## src/rtl/prisc_pkg.sv

```systemverilog
// Shared pRISC datapath constants and types. The write-address selector,
// the control unit and the register file all take RA_IDX / SP_IDX from here
// so the architectural register roles are defined in exactly one place.
package prisc_pkg;

  // Architectural register file geometry.
  localparam int unsigned REG_COUNT = 32;
  localparam int unsigned ADDR_W    = 5;
  localparam int unsigned DATA_W    = 32;

  // Named register roles.
  localparam int unsigned RA_IDX = 31;  // return address (jal target of the selector)
  localparam int unsigned SP_IDX = 30;  // stack pointer

  // Stack pointer starts at the top word of the 1 KB data memory.
  localparam logic [DATA_W-1:0] SP_RESET = 32'h0000_03FC;

  typedef logic [DATA_W-1:0]       word_t;
  typedef logic [ADDR_W-1:0]       reg_idx_t;
  typedef word_t [REG_COUNT-1:0]   reg_array_t;

  // Full register image loaded on reset: all zero except the stack pointer.
  function automatic reg_array_t reset_image();
    reg_array_t img;
    img         = '0;
    img[SP_IDX] = SP_RESET;
    return img;
  endfunction

endpackage : prisc_pkg

```

## src/rtl/reg_file_if.sv

```systemverilog
// Register file port bundle: two read ports and one write port.
//
// Protocol: there is no valid/ready handshake. A write is a single-cycle
// command: when wr_en is high at a rising clock edge (and reset is not
// asserted) wr_data is committed to wr_addr; the register file can always
// accept it, so no ready/back-pressure exists. Read ports are combinational:
// rd_dataN follows rd_addrN in the same cycle, including a pending write to
// the same index (write-before-read bypass).
interface reg_file_if;
  import prisc_pkg::*;

  reg_idx_t rd_addr1;
  reg_idx_t rd_addr2;
  word_t    rd_data1;
  word_t    rd_data2;
  logic     wr_en;
  reg_idx_t wr_addr;
  word_t    wr_data;

  // Datapath / decode side: issues read indices and the write-back command.
  modport master (
    output rd_addr1,
    output rd_addr2,
    output wr_en,
    output wr_addr,
    output wr_data,
    input  rd_data1,
    input  rd_data2
  );

  // Register file side.
  modport slave (
    input  rd_addr1,
    input  rd_addr2,
    input  wr_en,
    input  wr_addr,
    input  wr_data,
    output rd_data1,
    output rd_data2
  );

endinterface : reg_file_if

```

## src/rtl/reg_read_port.sv

```systemverilog
// One combinational read port: array index plus write-before-read bypass.
// byp_en already folds in "reset deasserted and a write is pending", so this
// module only has to compare indices.
module reg_read_port
  import prisc_pkg::*;
(
  input  reg_array_t regs,
  input  reg_idx_t   rd_addr,
  input  logic       byp_en,
  input  reg_idx_t   wr_addr,
  input  word_t      wr_data,
  output word_t      rd_data
);

  logic hit;

  assign hit = byp_en && (wr_addr == rd_addr);

  // Select the stored value, overridden by the in-flight write on an index match.
  always_comb begin
    rd_data = regs[rd_addr];
    if (hit) begin
      rd_data = wr_data;
    end
  end

endmodule : reg_read_port

```

## src/rtl/reg_file.sv

```systemverilog
// pRISC architectural register file: 32 x DATA_W flops, two combinational
// read ports with write-before-read bypass, one synchronous write port.
// Register 0 is an ordinary writable register. Reset (synchronous,
// active-low) loads zero everywhere except the stack pointer and wins over
// any write presented in the same cycle.
module reg_file
  import prisc_pkg::*;
(
  input  logic       clk,
  input  logic       rst,
  reg_file_if.slave  bus
);

  reg_array_t regs;
  logic       byp_en;

  // The bypass is only meaningful when the write will actually commit,
  // i.e. not in a reset cycle, where the write is discarded.
  assign byp_en = rst && bus.wr_en;

  // Register array update: reset image has priority over the write port.
  always_ff @(posedge clk) begin
    if (!rst) begin
      regs <= reset_image();
    end else if (bus.wr_en) begin
      regs[bus.wr_addr] <= bus.wr_data;
    end
  end

  reg_read_port u_rd_port1 (
    .regs    (regs),
    .rd_addr (bus.rd_addr1),
    .byp_en  (byp_en),
    .wr_addr (bus.wr_addr),
    .wr_data (bus.wr_data),
    .rd_data (bus.rd_data1)
  );

  reg_read_port u_rd_port2 (
    .regs    (regs),
    .rd_addr (bus.rd_addr2),
    .byp_en  (byp_en),
    .wr_addr (bus.wr_addr),
    .wr_data (bus.wr_data),
    .rd_data (bus.rd_data2)
  );

endmodule : reg_file

```

## src/flat_wrapper.sv

```systemverilog
// flat-port wrapper written by rule: the top's interface ports become plain ports
module reg_file_flat import prisc_pkg::*;
  (clk, rst, bus_rd_addr1, bus_rd_addr2, bus_wr_en, bus_wr_addr, bus_wr_data, bus_rd_data1, bus_rd_data2);
  reg_file_if bus_i ();
  input  logic clk;
  input  logic rst;
  input wire logic [$bits(bus_i.rd_addr1)-1:0] bus_rd_addr1;
  input wire logic [$bits(bus_i.rd_addr2)-1:0] bus_rd_addr2;
  input wire logic [$bits(bus_i.wr_en)-1:0] bus_wr_en;
  input wire logic [$bits(bus_i.wr_addr)-1:0] bus_wr_addr;
  input wire logic [$bits(bus_i.wr_data)-1:0] bus_wr_data;
  output wire logic [$bits(bus_i.rd_data1)-1:0] bus_rd_data1;
  output wire logic [$bits(bus_i.rd_data2)-1:0] bus_rd_data2;
  assign bus_i.rd_addr1 = bus_rd_addr1;
  assign bus_i.rd_addr2 = bus_rd_addr2;
  assign bus_i.wr_en = bus_wr_en;
  assign bus_i.wr_addr = bus_wr_addr;
  assign bus_i.wr_data = bus_wr_data;
  assign bus_rd_data1 = bus_i.rd_data1;
  assign bus_rd_data2 = bus_i.rd_data2;
  reg_file u_core (.clk(clk), .rst(rst), .bus(bus_i));
endmodule
```

## config.mk

```make
export PLATFORM = sky130hd
export DESIGN_NAME = reg_file_flat
export DESIGN_NICKNAME = d
export VERILOG_FILES = /design/src/rtl/prisc_pkg.sv /design/src/rtl/reg_file_if.sv /design/src/rtl/reg_read_port.sv /design/src/rtl/reg_file.sv /design/src/flat_wrapper.sv
export SDC_FILE = /design/constraint.sdc
export NUM_CORES = 2
export LEC_CHECK = 0
export CORE_AREA = 4 4 338 340
export CTS_CLUSTER_SIZE = 24
export DETAILED_ROUTE_END_ITERATION = 10
export DIE_AREA = 0 0 342 344
export PLACE_DENSITY = 0.75
export REMOVE_ABC_BUFFERS = 1
export SYNTH_ARGS = -nofsm -noshare
export SYNTH_HDL_FRONTEND = slang
export SYNTH_SLANG_ARGS = --single-unit
```

## constraint.sdc

```tcl
create_clock -name clk -period 3.45 [get_ports clk]
set_clock_uncertainty 0.05 [all_clocks]
set_input_delay 0.345 -clock clk [delete_from_list [all_inputs] [get_ports clk]]
set_output_delay 0.345 -clock clk [all_outputs]
set_load 0.02 [all_outputs]
```

==> run metrics <==
register area share after synthesis=0.371; relative slew slack=0.0600; placed cells=7613; met1 GRT Util=0.445; setup violators final=3; Max-cap violations=0; violated checks=negative setup slack; # nets final=6278; #FFs+latches synth=1024; routed len/inst=27.3 um; cells on worst reg2reg path=2; Yosys top cell area share=0.371; Critical Path Sink Type=output pin; largest net degree at the start of global routing=263; Core Rows=123; Via density=6.59; average size of a mapped cell=8.83 um2; crit-path max FO=18; Synth area leader=dfxtp_1; synth warn=0; P&R area growth vs syn=14.8%; first-pass GRT wire length=311000 um; dominant synthesized flop cell=dfxtp_1; TritonCTS Buffers=102; Synth Cell Area=0.0553 mm2; First-pass DRT Iterations=6; grt met3 use=0.109; R2R Setup Slk=2.57 ns; EDFF count, synth=0; largest register by flop count=u_core.regs; Final WS setup=-0.0465 ns; 1st-iter DRT viols=8412; HPWL Detailed=133000 um; setup tns final=-0.0623 ns; grt ovf=0; Initial Util=0.495; Routed WL=213000 um; data arrival time of the critical path=3.10 ns; routability cong.=0.946; status=finished with violations; clock latency on the worst-skew pair=0.69 ns; total number of vias=51500; num ports=114; H-tree lvl count=3; cell chain of the critical path=clkdlybuf4s50_1 > buf_12 > buf_4 > xnor2_1 > nand4_1 > nor3_4 > buf_12 > nor4_1 > a22o_2 > clkdlybuf4s50_1; LEAKAGE=22.1 nW; CP Data Required Time=3.05 ns; layout cells sized above 1=0.173; vias in the first global route=49000; port buffer count=113; Global Route met2 Usage=0.515; Highest Clock Rate=0.286 GHz; slowest CP cell=clkdlybuf4s50_1; Core Region=0.112 mm2; total die area=0.118 mm2; Max clock buf depth=3; Post-Layout Cell Count=7807; worst vdd ir=411 uV; top cells by area, synth=dfxtp_1 37%, nand2_1 14%, mux4_2 12%, a21boi_0 11%, mux2i_1 6.6%; DIE HEIGHT=344 um; Synth Instances=6263; CP Class=in2out; fin area=0.0635 mm2; Area after DPL=0.0598 mm2; Die Wd=342 um; Synth cell types=66; TritonCTS clock tree=yes; period utilization=1.01; total track usage=0.348; Max Slew Vio Count=0; number of nets still failing antenna checks after routing=0; startpoint types=input port; biggest regs=u_core.regs: 1024 flops; slowest stage delay, CP=0.62 ns; root buffer selected by CTS=clkbuf_16; Pwr Density=422 mW/mm2; hold-fix buffers at CTS=0; WHS Path Cells=3; Fillers=9368; DRC=0; clock tree sinks=1024; Most Crowded Layer GR=met2; Largest register FFs=1024; Hold Violations, Final=0; Worst-Margin Slew=1.41 ns; Hold WC Path Type=in2reg; asr flop ratio synth=0; initial antenna violation count=8; minimum clock period=3.50 ns; Clock transition at path regs=0.06 ns
==> cells by family (layout without fill, tap and decap cells) <==
kind of cell / count (synthesis) / after routing / share of synthesized area
buffers and inverters: 674 / 717 / 0.0550
xor gates and xnor gates: 10 / 10 / 0.00158
and+or+nand+nor: 2349 / 2349 / 0.171
muxes: 755 / 755 / 0.208
other: 0 / 1 / 0
AOI/OAI and AO/OA: 1451 / 1451 / 0.194
DFF: 1024 / 1024 / 0.371
==> cells in the mapped netlist (all sizes together), types with 2 or more instances <==
cell type / count
a2111oi: 9
a211oi: 18
a21boi: 1016
a21oi: 49
a22o: 74
a22oi: 110
a31oi: 2
and2: 3
and3: 3
and3b: 3
and4: 23
buf: 234
clkbuf: 430
dfxtp: 1024
inv: 10
mux2: 84
mux2i: 366
mux4: 305
nand2: 2094
nand2b: 3
nand3: 9
nand3b: 6
nand4: 12
nor2: 75
nor2b: 37
nor3: 25
nor3b: 3
nor4: 27
nor4b: 5
nor4bb: 2
o2111ai: 7
o211ai: 3
o21ai: 18
o221ai: 9
o22a: 16
o22ai: 117
or2: 4
or3: 4
or3b: 6
xnor2: 8
xor2: 2
==> worst paths after layout <==
kind / from / endpoint
worst max register to register: u_core.regs[223]$_SDFFE_PN0P_ / u_core.regs[223]$_SDFFE_PN0P_
worst min-delay path: rst / u_core.regs[404]$_SDFFE_PN0P_
worst max-delay path: bus_rd_addr2[4] / bus_rd_data2[20]
worst min register to register: u_core.regs[172]$_SDFFE_PN0P_ / u_core.regs[172]$_SDFFE_PN0P_
==> layer usage <==
layer	part of all wire	wire length (um)
met2	0.42	90400
met1	0.36	76500
met5	0.00024	52
met4	0.071	15200
met3	0.15	31100
==> power breakdown <==
part           leakage (nW)  total (W)  switching [W]  internal (W)
combinational          12.1    0.00323        0.00195       0.00128
sequential             8.25     0.0120      0.0000675        0.0119
clock                  1.69     0.0116        0.00498       0.00660
total                  22.1     0.0268        0.00699        0.0198
==> worst max-delay path, delay by kind of cell <==
| family | cells | cell delay (ns) |
|---|---|---|
| AO/OA/AOI/OAI | 1 | 0.29 |
| AND/OR/NAND/NOR | 3 | 0.67 |
| buffers and inverters | 5 | 1.64 |
| XOR/XNOR | 1 | 0.09 |
==> stage by stage <==
step	hold slack [ns]	setup slack [ns]	power, W	utilization
CTS	0.172	0.00538	0.0267	0.568
global route	0.205	-0.000535	0.0273	0.569
floorplan	0.367	-0.465	0.0134	-
finish	0.201	-0.0465	0.0268	0.569
global placement	0.399	-0.410	0.0153	0.536
detailed placement	0.408	-0.398	0.0153	0.536
==> timing repair <==
action | 4_1_cts | 5_1_grt
resized for setup | 36 | 45
endpoints found under the setup margin | 48 | 34
setup buffers | 9 | 2
pin swaps | 3 | 1
==> placed cells by master (no fill, tap or decap), types with 10 or more instances in the layout <==
cell,Yosys,final
dlygate4sd2_1,0,14
nor2_4,0,33
dlymetal6s2s_1,0,26
a21boi_0,821,821
mux2_2,84,84
a21oi_1,49,44
clkinv_2,0,20
a211oi_1,18,14
dfxtp_1,1024,1024
buf_4,42,334
nor2_1,64,41
nor3_1,24,24
a21boi_1,195,195
buf_12,0,92
nand2_1,2094,2066
clkbuf_16,0,103
a22oi_1,110,110
o21ai_0,14,14
mux2i_1,366,366
nor2b_1,37,37
and4_1,23,23
nand4_1,12,12
nand2_2,0,28
o22a_1,16,16
inv_1,10,10
clkbuf_1,428,21
mux4_2,305,305
nor4_1,26,20
a22o_1,74,72
clkbuf_8,0,25
o22ai_1,117,116
clkdlybuf4s50_1,0,47
==> layout make-up <==
class | count | area, um2 | area share
multi-input cells | 4565 | 32200 | 0.508
flip-flops and latches | 1024 | 20500 | 0.323
repair buffers | 525 | 5410 | 0.0853
clock buffers | 149 | 3000 | 0.0473
well taps | 1500 | 1880 | 0.0296
clock inverters | 33 | 399 | 0.00629
inverters | 10 | 37.5 | 0.000591
diodes | 1 | 2.50 | 0.0000394
Note: power is estimated with default switching activity, not from simulation.
